<file path="config.mk">
export PLATFORM = sky130hd
export DESIGN_NAME = player_mover
export DESIGN_NICKNAME = d
export VERILOG_FILES = /design/src/rtl/player_mover_pkg.sv /design/src/rtl/player_mover_axis_step.sv /design/src/rtl/player_mover.sv
export SDC_FILE = /design/constraint.sdc
export NUM_CORES = 1
export LEC_CHECK = 0
export BUFFER_PORTS_ARGS = -buffer_cell sky130_fd_sc_hd__buf_2
export CAP_MARGIN = 20
export CORE_MARGIN = 10
export CORE_UTILIZATION = 42
export CTS_CLUSTER_DIAMETER = 60
export DETAILED_ROUTE_END_ITERATION = 10
export PLACE_DENSITY = 0.62
export SLEW_MARGIN = 40
export SYNTH_ARGS = -nofsm -noshare
export SYNTH_HDL_FRONTEND = slang
export SYNTH_SLANG_ARGS = --single-unit
</file>
<file path="constraint.sdc">
create_clock -name clk -period 4.7 [get_ports clk]
set_input_delay 0.94 -clock clk [delete_from_list [all_inputs] [get_ports clk]]
set_output_delay 0.94 -clock clk [all_outputs]
set_load 0.005 [all_outputs]
</file>
<file path="src/rtl/player_mover_pkg.sv">
// rtl/player_mover_pkg.sv - shared game constants and movement FSM encoding
package player_mover_pkg;

   localparam int COORD_W       = 10;
   localparam int LEVEL_W       = 2;
   localparam int GAME_SCREEN_W = 640;
   localparam int GAME_SCREEN_H = 480;
   localparam int GAME_P_SIZE   = 32;

   typedef enum logic [1:0] {
      ST_IDLE   = 2'd0,
      ST_WAIT_X = 2'd1,
      ST_WAIT_Y = 2'd2,
      ST_DONE   = 2'd3
   } state_t;

endpackage

</file>
<file path="src/rtl/player_mover_axis_step.sv">
// rtl/player_mover_axis_step.sv - one-axis candidate position with clamping to [0, limit]
module player_mover_axis_step
   import player_mover_pkg::*;
#(
   parameter int STEP = 2
) (
   input  logic [COORD_W-1:0] pos,
   input  logic               inc,
   input  logic               dec,
   input  logic [COORD_W-1:0] limit,
   output logic [COORD_W-1:0] cand
);

   localparam logic signed [COORD_W:0] STEP_S = (COORD_W+1)'(STEP);

   logic signed [COORD_W:0] delta;
   logic signed [COORD_W:0] sum;

   // One extra bit is enough: |STEP| <= 15 keeps the sum well inside the signed range.
   always_comb begin
      delta = '0;
      if (inc && !dec)
         delta = STEP_S;
      else if (dec && !inc)
         delta = -STEP_S;
      sum = $signed({1'b0, pos}) + delta;
      if (sum[COORD_W])
         cand = '0;
      else if (sum > $signed({1'b0, limit}))
         cand = limit;
      else
         cand = sum[COORD_W-1:0];
   end

endmodule

</file>
<file path="src/rtl/player_mover.sv">
// rtl/player_mover.sv - per-frame player movement with per-axis wall probing
module player_mover
   import player_mover_pkg::*;
#(
   parameter int STEP     = 2,
   parameter int START_X  = 64,
   parameter int START_Y  = 64,
   parameter int SCREEN_W = GAME_SCREEN_W,
   parameter int SCREEN_H = GAME_SCREEN_H,
   parameter int P_SIZE   = GAME_P_SIZE,
   parameter int WALL_LAT = 1
) (
   input  logic               clk,
   input  logic               reset,
   input  logic               frame_tick,
   input  logic               btn_up,
   input  logic               btn_down,
   input  logic               btn_left,
   input  logic               btn_right,
   input  logic               level_load,
   input  logic [LEVEL_W-1:0] level_id,
   input  logic               is_wall,
   output logic [COORD_W-1:0] probe_x,
   output logic [COORD_W-1:0] probe_y,
   output logic [COORD_W-1:0] player_x,
   output logic [COORD_W-1:0] player_y,
   output logic               busy,
   output logic               move_done,
   output logic [1:0]         blocked
);

   localparam logic [COORD_W-1:0] X_MAX    = COORD_W'(SCREEN_W - P_SIZE);
   localparam logic [COORD_W-1:0] Y_MAX    = COORD_W'(SCREEN_H - P_SIZE);
   localparam logic [COORD_W-1:0] X_START  = COORD_W'(START_X);
   localparam logic [COORD_W-1:0] Y_START  = COORD_W'(START_Y);
   localparam logic [1:0]         LAT_LAST = 2'(WALL_LAT - 1);

   state_t             state, state_nxt;
   logic [1:0]         lat_cnt;
   logic               lat_last;
   logic               hold_u, hold_d, hold_l, hold_r;
   logic               step_u, step_d, step_l, step_r;
   logic               dx_live, dy_live, dy_held;
   logic               x_blk;
   logic [COORD_W-1:0] cand_x, cand_y;
   logic               unused_level;

   // level_id is consumed by the neighbouring wall checker only.
   assign unused_level = ^level_id;

   assign lat_last = (lat_cnt == LAT_LAST);
   assign dx_live  = btn_right ^ btn_left;
   assign dy_live  = btn_down ^ btn_up;
   assign dy_held  = hold_down_xor();

   function automatic logic hold_down_xor();
      return hold_d ^ hold_u;
   endfunction

   // Live buttons feed the candidates only on the latch cycle; afterwards the held copy.
   always_comb begin
      step_u = hold_u;
      step_d = hold_d;
      step_l = hold_l;
      step_r = hold_r;
      if (state == ST_IDLE) begin
         step_u = btn_up;
         step_d = btn_down;
         step_l = btn_left;
         step_r = btn_right;
      end
   end

   player_mover_axis_step #(.STEP(STEP)) u_step_x (
      .pos   (player_x),
      .inc   (step_r),
      .dec   (step_l),
      .limit (X_MAX),
      .cand  (cand_x)
   );

   player_mover_axis_step #(.STEP(STEP)) u_step_y (
      .pos   (player_y),
      .inc   (step_d),
      .dec   (step_u),
      .limit (Y_MAX),
      .cand  (cand_y)
   );

   always_ff @(posedge clk) begin
      if (reset || level_load)
         state <= ST_IDLE;
      else
         state <= state_nxt;
   end

   always_comb begin
      state_nxt = state;
      case (state)
         ST_IDLE: begin
            if (frame_tick) begin
               if (dx_live)
                  state_nxt = ST_WAIT_X;
               else if (dy_live)
                  state_nxt = ST_WAIT_Y;
               else
                  state_nxt = ST_DONE;
            end
         end
         ST_WAIT_X: begin
            if (lat_last)
               state_nxt = dy_held ? ST_WAIT_Y : ST_DONE;
         end
         ST_WAIT_Y: begin
            if (lat_last)
               state_nxt = ST_DONE;
         end
         default: state_nxt = ST_IDLE;
      endcase
   end

   always_comb begin
      busy = (state != ST_IDLE);
   end

   always_ff @(posedge clk) begin
      if (reset || level_load) begin
         player_x  <= X_START;
         player_y  <= Y_START;
         probe_x   <= X_START;
         probe_y   <= Y_START;
         move_done <= 1'b0;
         blocked   <= 2'b00;
         lat_cnt   <= 2'd0;
         x_blk     <= 1'b0;
         {hold_u, hold_d, hold_l, hold_r} <= 4'b0000;
      end else begin
         move_done <= 1'b0;
         blocked   <= 2'b00;
         case (state)
            ST_IDLE: begin
               lat_cnt <= 2'd0;
               x_blk   <= 1'b0;
               probe_x <= player_x;
               probe_y <= player_y;
               if (frame_tick) begin
                  {hold_u, hold_d, hold_l, hold_r} <= {btn_up, btn_down, btn_left, btn_right};
                  if (dx_live)
                     probe_x <= cand_x;
                  else if (dy_live)
                     probe_y <= cand_y;
                  else
                     move_done <= 1'b1;
               end
            end
            ST_WAIT_X: begin
               if (lat_last) begin
                  lat_cnt <= 2'd0;
                  if (is_wall) begin
                     x_blk   <= 1'b1;
                     probe_x <= player_x;
                  end else begin
                     player_x <= probe_x;
                  end
                  if (dy_held) begin
                     probe_y <= cand_y;
                  end else begin
                     move_done <= 1'b1;
                     blocked   <= {1'b0, is_wall};
                  end
               end else begin
                  lat_cnt <= lat_cnt + 2'd1;
               end
            end
            ST_WAIT_Y: begin
               if (lat_last) begin
                  lat_cnt <= 2'd0;
                  if (is_wall)
                     probe_y <= player_y;
                  else
                     player_y <= probe_y;
                  move_done <= 1'b1;
                  blocked   <= {is_wall, x_blk};
               end else begin
                  lat_cnt <= lat_cnt + 2'd1;
               end
            end
            default: ;
         endcase
      end
   end

endmodule

</file>
### Word level (Yosys, flattened, before mapping)

Cells that the tools add are included.

| cells by class | value |
|---|---|
| add/subtract/negate cells | 3 |
| magnitude comparators | 2 |
| equality and inequality tests | 7 |
| mux-type cells | 48 |
| bitwise gates (word level) | 3 |
| reductions and logical operators | 23 |

Operators with widths:

| kind | number |
|---|---|
| $mux 10 | 15 |
| $mux 11 | 4 |
| $pmux 10 s3 | 1 |
| $add 11x11->11 | 2 |
| $pmux 10 s2 | 1 |
| $mux 1 | 16 |
| $mux 2 | 6 |
| $gt 11x10->1 const B | 1 |
| $gt 11x11->1 const B | 1 |
| $ne 2x2->1 const B | 5 |
| $pmux 2 s2 | 2 |
| $reduce_and 2->1 | 4 |
| $pmux 2 s3 | 1 |
| $reduce_and 3->1 | 2 |
| $reduce_bool 2->1 | 3 |
| $logic_and 1x1->1 | 4 |
| $logic_not 1->1 | 4 |
| $logic_not 2->1 | 2 |
| $reduce_and 4->1 | 1 |
| $pmux 1 s3 | 1 |
| $reduce_bool 3->1 | 1 |
| $xor 1x1->1 | 3 |
| $add 2x1->2 const B | 1 |
| $eq 2x1->1 const B | 1 |
| other kinds (4) | 4 |

| word-level totals | value |
|---|---|
| register bits | 52 |
| input port bits | 11 |
| output and inout bits | 44 |
| logic and storage cells | 99 |

### Logic depth before layout (Yosys ltp)

| depth | value |
|---|---|
| depth in word-level cells | 14 |
| gate-level depth with buffers | 18 |
| gate-level depth less buffers | 15 |

### By module

From an unflattened synthesis, not the netlist that was laid out.

| unflattened totals | value |
|---|---|
| cells, all modules | 619 |
| area total of the unflattened synthesis | 4,860.9 µm² |

Modules (own cells, without submodules):

| module | times used | cells each | area each (µm²) | seq. area each (µm²) |
|---|---|---|---|---|
| player_mover | 1 | 357 | 2,911.5 | 1,041.0 |
| player_mover_axis_step (u_step_y) | 1 | 134 | 987.2 | 0.0 |
| player_mover_axis_step (u_step_x) | 1 | 128 | 962.2 | 0.0 |

### Worst setup path after synthesis

OpenSTA, ideal clock, no wires.

| timing path | value |
|---|---|
| kind | register to register |
| start | reg state[0] |
| end | reg probe_y[5] |
| library setup time | 0.117 ns |
| arrival time | 4.252 ns |
| data required time | 4.583 ns |
| path slack | 0.331 ns |
| stages on the path, launching flop included | 19 |
| buffers on the path | 4 |
| period minus slack after synthesis | 4.369 ns |
| path through | dfxtp_1 -> inv_1 -> ha_1 -> buf_1 -> mux2_2 -> ha_1 -> buf_4 -> buf_2 -> buf_2 -> xor2_1 -> ha_1 -> or4_4 -> and4_4 -> a211oi_2 -> xnor2_1 -> and4_4 -> nor3_1 -> a221o_1 -> a32o_1 |

| between the ends | value |
|---|---|
| cells in the longest elaborated chain, start to end | 14 |
| elaborated cells between the ends (all ways) | 26 |
| classes of those cells | 1 x add/sub; 1 x order compare; 5 x eq/ne; 12 x mux; 7 x reduce/logical |

Ends and longest elaborated chain:

| element | RTL line | source |
|---|---|---|
| start: declaration | player_mover.sv:38 | `state_t state, state_nxt;` |
| start signal: assignment | player_mover.sv:94 | `state <= state_nxt;` |
| $logic_not 2->1 | player_mover.sv:66, player_mover.sv:140 |  |
| $mux 1 | player_mover.sv:66 | `if (state == ST_IDLE) begin` |
| $logic_not 1->1 | player_mover_axis_step.sv:24 | `else if (dec && !inc)` |
| $logic_and 1x1->1 | player_mover_axis_step.sv:24 |  |
| $mux 11 | player_mover_axis_step.sv:24 |  |
| $mux 11 | player_mover_axis_step.sv:22 | `if (inc && !dec)` |
| $add 11x11->11 | player_mover_axis_step.sv:26 | `sum = $signed({1'b0, pos}) + delta;` |
| $gt 11x10->1 | player_mover_axis_step.sv:29 | `else if (sum > $signed({1'b0, limit}))` |
| $mux 10 | player_mover_axis_step.sv:29 |  |
| $mux 10 | player_mover_axis_step.sv:27 | `if (sum[COORD_W])` |
| $mux 10 | player_mover.sv:150 | `else if (dy_live)` |
| $mux 10 | player_mover.sv:148 | `if (dx_live)` |
| $mux 10 | player_mover.sv:146 | `if (frame_tick) begin` |
| $pmux 10 s3 | player_mover.sv:140 | `case (state)` |
| end signal: assignment | player_mover.sv:145 | `probe_y <= player_y;` |
| end signal: assignment | player_mover.sv:151 | `probe_y <= cand_y;` |
| end signal: assignment | player_mover.sv:166 | `probe_y <= cand_y;` |
| end: declaration | player_mover.sv:24 | `output logic [COORD_W-1:0] probe_y,` |

Several ways; a longest one is shown, not always the timed one. The select of a mux whose other input is x is not followed.
A chain may end at the register's enable or synchronous reset.

### Worst setup path after layout

| timing path | value |
|---|---|
| start | reg state[0] |
| end | reg probe_x[3] |

| between the ends | value |
|---|---|
| cells in the longest elaborated chain, start to end | 13 |
| elaborated cells between the ends (all ways) | 20 |
| classes of those cells | 1 x add/sub; 1 x order compare; 2 x eq/ne; 9 x mux; 7 x reduce/logical |

Ends and longest elaborated chain:

| element | RTL line | source |
|---|---|---|
| $logic_not 2->1 | player_mover.sv:66, player_mover.sv:140 |  |
| $mux 1 | player_mover.sv:66 |  |
| $logic_not 1->1 | player_mover_axis_step.sv:24 |  |
| $logic_and 1x1->1 | player_mover_axis_step.sv:24 |  |
| $mux 11 | player_mover_axis_step.sv:24 |  |
| $mux 11 | player_mover_axis_step.sv:22 |  |
| $add 11x11->11 | player_mover_axis_step.sv:26 |  |
| $gt 11x11->1 | player_mover_axis_step.sv:29 |  |
| $mux 10 | player_mover_axis_step.sv:29 |  |
| $mux 10 | player_mover_axis_step.sv:27 |  |
| $mux 10 | player_mover.sv:148 |  |
| $mux 10 | player_mover.sv:146 |  |
| $pmux 10 s2 | player_mover.sv:140 |  |
| end signal: assignment | player_mover.sv:144 | `probe_x <= player_x;` |
| end signal: assignment | player_mover.sv:149 | `probe_x <= cand_x;` |
| end signal: assignment | player_mover.sv:161 | `probe_x <= player_x;` |
| end: declaration | player_mover.sv:23 | `output logic [COORD_W-1:0] probe_x,` |

Several ways; a longest one is shown, not always the timed one.

==> impl_metrics.yaml <==
status:
  status: "complete, no violations"
clock_network:
  ctsResizeCount: 0
  cts_sinks: 52
  insertion_delay_ns: 0.32
  root_buffer: "clkbuf_8"
  cts_setup_buffers: 0
  cts_made_buffers: 5
  clkTransAtPathRegs_ns: 0.11
  h-tree-depth: 2
  clock_path_buffers: 2
  cts_hold_buf: 0
  cts_tree: "yes"
cells_and_area:
  areaGrowthSynthToFinish_pct: 9.104
  drive_above_1_share: 0.1636
  final_util: 0.4718
  num_antenna_cells: 0
  nets: 620
  nFillCells: 1024
place:
  portBuffers: 52
  hpwl_um: 9021
  gp_congestion: 0.9211
logic_synthesis:
  synth_ff_type: "dfxtp_1"
  syn-cell-area_um2: 4247
  syn_inst: 574
  synthTopCellsByCount: "nand2_1, a21oi_1, dfxtp_1, nor2_1, o21ai_0"
  yosys-top-cells-area: "dfxtp_1, nand2_1, a21oi_1"
  syn_avg_cell_area_um2: 7.398
  synth_cell_types: 81
  netlist.top_cell.by_area: "dfxtp_1"
  synth_warnings: 0
  yosys.cell_count.top_type: "nand2_1"
  yosys_register_bits: 52
  synthArstFlopShare: 0
  seq_area_frac_synth: 0.2451
  synth_top_area_frac: 0.2451
  synth_nets: 602
  synth-edff-count: 0
timing:
  max_slew.worst_pin.slew_ns: 0.8235
  fmax_ghz: 0.2334
  hold_violations: 0
  finalMaxSlewViolations: 0
  finalSetupTns_ns: 0
  setup_violations: 0
  finClkSkew_ns: 0.009516
  relSlewSlack: 0.4490
  finalCritPeriodShare: 0.9117
  fin_crit_ns: 4.285
  rsz0062_at_grt: "no"
routing:
  drc_errors: 0
  vias_per_cell: 6.000
  drt-total-wl_um: 12610
  ant_nets: 0
  vias: 4356
  first_pass_iters: 5
  wl_per_cell_um: 17.37
  drt_iter0_markers: 477
worst_hold_path:
  min_path_cells: 2
  min_path_type: "flip-flop to flip-flop"
power:
  clkPwrFrac: 0.284
  seqPwrFrac: 0.406
  sw_frac_of_total: 0.3515
  power.internal_mw: 0.7449
  p_leak_nw: 1.785
  switchingPower_mw: 0.4037
  power_density_nw_per_um2: 247.9
  p_comb_frac: 0.310
  irDropWorstVdd_v: 0.0001314
run:
  maxCapViolations: 0
die:
  die_h_um: 120.6
  boundaryPins: 55
  die_w_um: 120.6
  die_area_um2: 14530
  core_um2: 9819
  start_util: 0.4325
  rows: 36
global_routing:
  grt_first_pass_wirelength_um: 20800
  grt_overflow: 0
  track_usage: 0.1681
  grt_max_degree: 37
  antenna_found_initial: 0
  first_global_vias: 4042
critical_path:
  critPathRequiredTime_ns: 4.96
  r2r_cells: 16
  path_class: "flip-flop to flip-flop"
  crit_arrival_ns: 4.54
  critPathCaptureType: "flip-flop"
  cp_max_fo: 8
  startpoint_type: "flip-flop"
[placed cells by master, fill, tap and decap left out, types with 7 or more instances in the layout]
master,netlist,layout
buf_2,6,52
a31oi_1,9,9
mux2_2,10,10
nand2b_1,8,8
a21oi_1,58,58
xnor2_1,11,11
nor2_1,36,35
ha_1,17,17
nor2b_1,14,14
nand2_1,84,84
nor3_1,8,8
xor2_1,8,8
o21ai_0,34,34
dfxtp_1,52,52
a211oi_1,8,8
nor4_1,7,7
inv_1,14,14
nand3_1,16,16
[stage by stage]
stage | cells | hold slack, ns | worst slack, ns | instance area, µm² | power, mW
final | 726 | 0.4637 | 0.4150 | 4633 | 1.149
after global routing | 726 | 0.5012 | 0.1544 | 4633 | 1.207
after CTS | 726 | 0.4660 | 0.4823 | 4633 | 1.148
after detailed placement | 718 | 0.4499 | 0.3947 | 4518 | 0.8249
after global placement | 718 | 0.4408 | 0.4083 | 4516 | 0.8184
after floorplan | 574 | 0.4338 | 0.3306 | 4247 | 0.7390
[worst paths after layout]
check	to	start	slack, ns
setup / recovery	probe_x[3]	state[0]	0.42
hold / removal	hold_l	hold_l	0.46
setup reg to reg	probe_x[3]	state[0]	0.42
hold reg to reg	hold_l	hold_l	0.46
[metal layers]
metal,share of wire,track usage
met1,0.49,0.2389
met5,0,0
met3,0.051,0.02466
met4,0.013,0.04072
met2,0.44,0.2599
[registers in the layout, summed over array words and instances, names as in the netlist]
name	flops
hold_r	1
player_y	10
lat_cnt	2
move_done	1
hold_d	1
x_blk	1
state	2
player_x	10
hold_l	1
probe_x	10
blocked	2
probe_y	10
hold_u	1
[kinds of logic after synthesis]
group                      Yosys count  share of synthesized area
AOI/OAI and AO/OA                  187                     0.2955
muxes                               15                    0.03830
and+or+nand+nor                    221                     0.2678
xor gates and xnor gates            20                    0.04302
buffers and inverters               62                    0.06011
adders and majority gates           17                    0.05009
DFF                                 52                     0.2451
[layout make-up]
| type | instances | area, µm² | area share |
|---|---|---|---|
| Multi-Input combinational cell | 460 | 2953 | 0.6373 |
| Sequential cell | 52 | 1041 | 0.2247 |
| Timing Repair Buffer | 57 | 297.8 | 0.06427 |
| Tap cell | 133 | 166.4 | 0.03592 |
| Clock buffer | 5 | 68.82 | 0.01485 |
| Inverter | 16 | 60.06 | 0.01296 |
| Clock inverter | 3 | 46.29 | 0.009992 |
[critical path, cell delays in order (launching register included)]
cell and delay, ns:
dfxtp_1 0.37, inv_1 0.10, ha_1 0.33, buf_4 0.23, mux2_2 0.36, ha_1 0.28
inv_1 0.04, ha_1 0.25, ha_1 0.27, or3_1 0.31, a21oi_1 0.30, o31a_1 0.18
o221ai_1 0.13, xor2_1 0.22, o41ai_2 0.54, nand3_1 0.15, a31oi_1 0.17
[power groups by stage]
stage | registers [mW] | clock network [mW] | logic, mW
2_1_floorplan | 0.473 | 0 | 0.266
3_3_place_gp | 0.476 | 0 | 0.343
3_5_place_dp | 0.476 | 0 | 0.349
4_1_cts | 0.466 | 0.330 | 0.351
5_1_grt | 0.469 | 0.345 | 0.393
6_report | 0.466 | 0.326 | 0.356
Power figures use the tool's default switching activity.
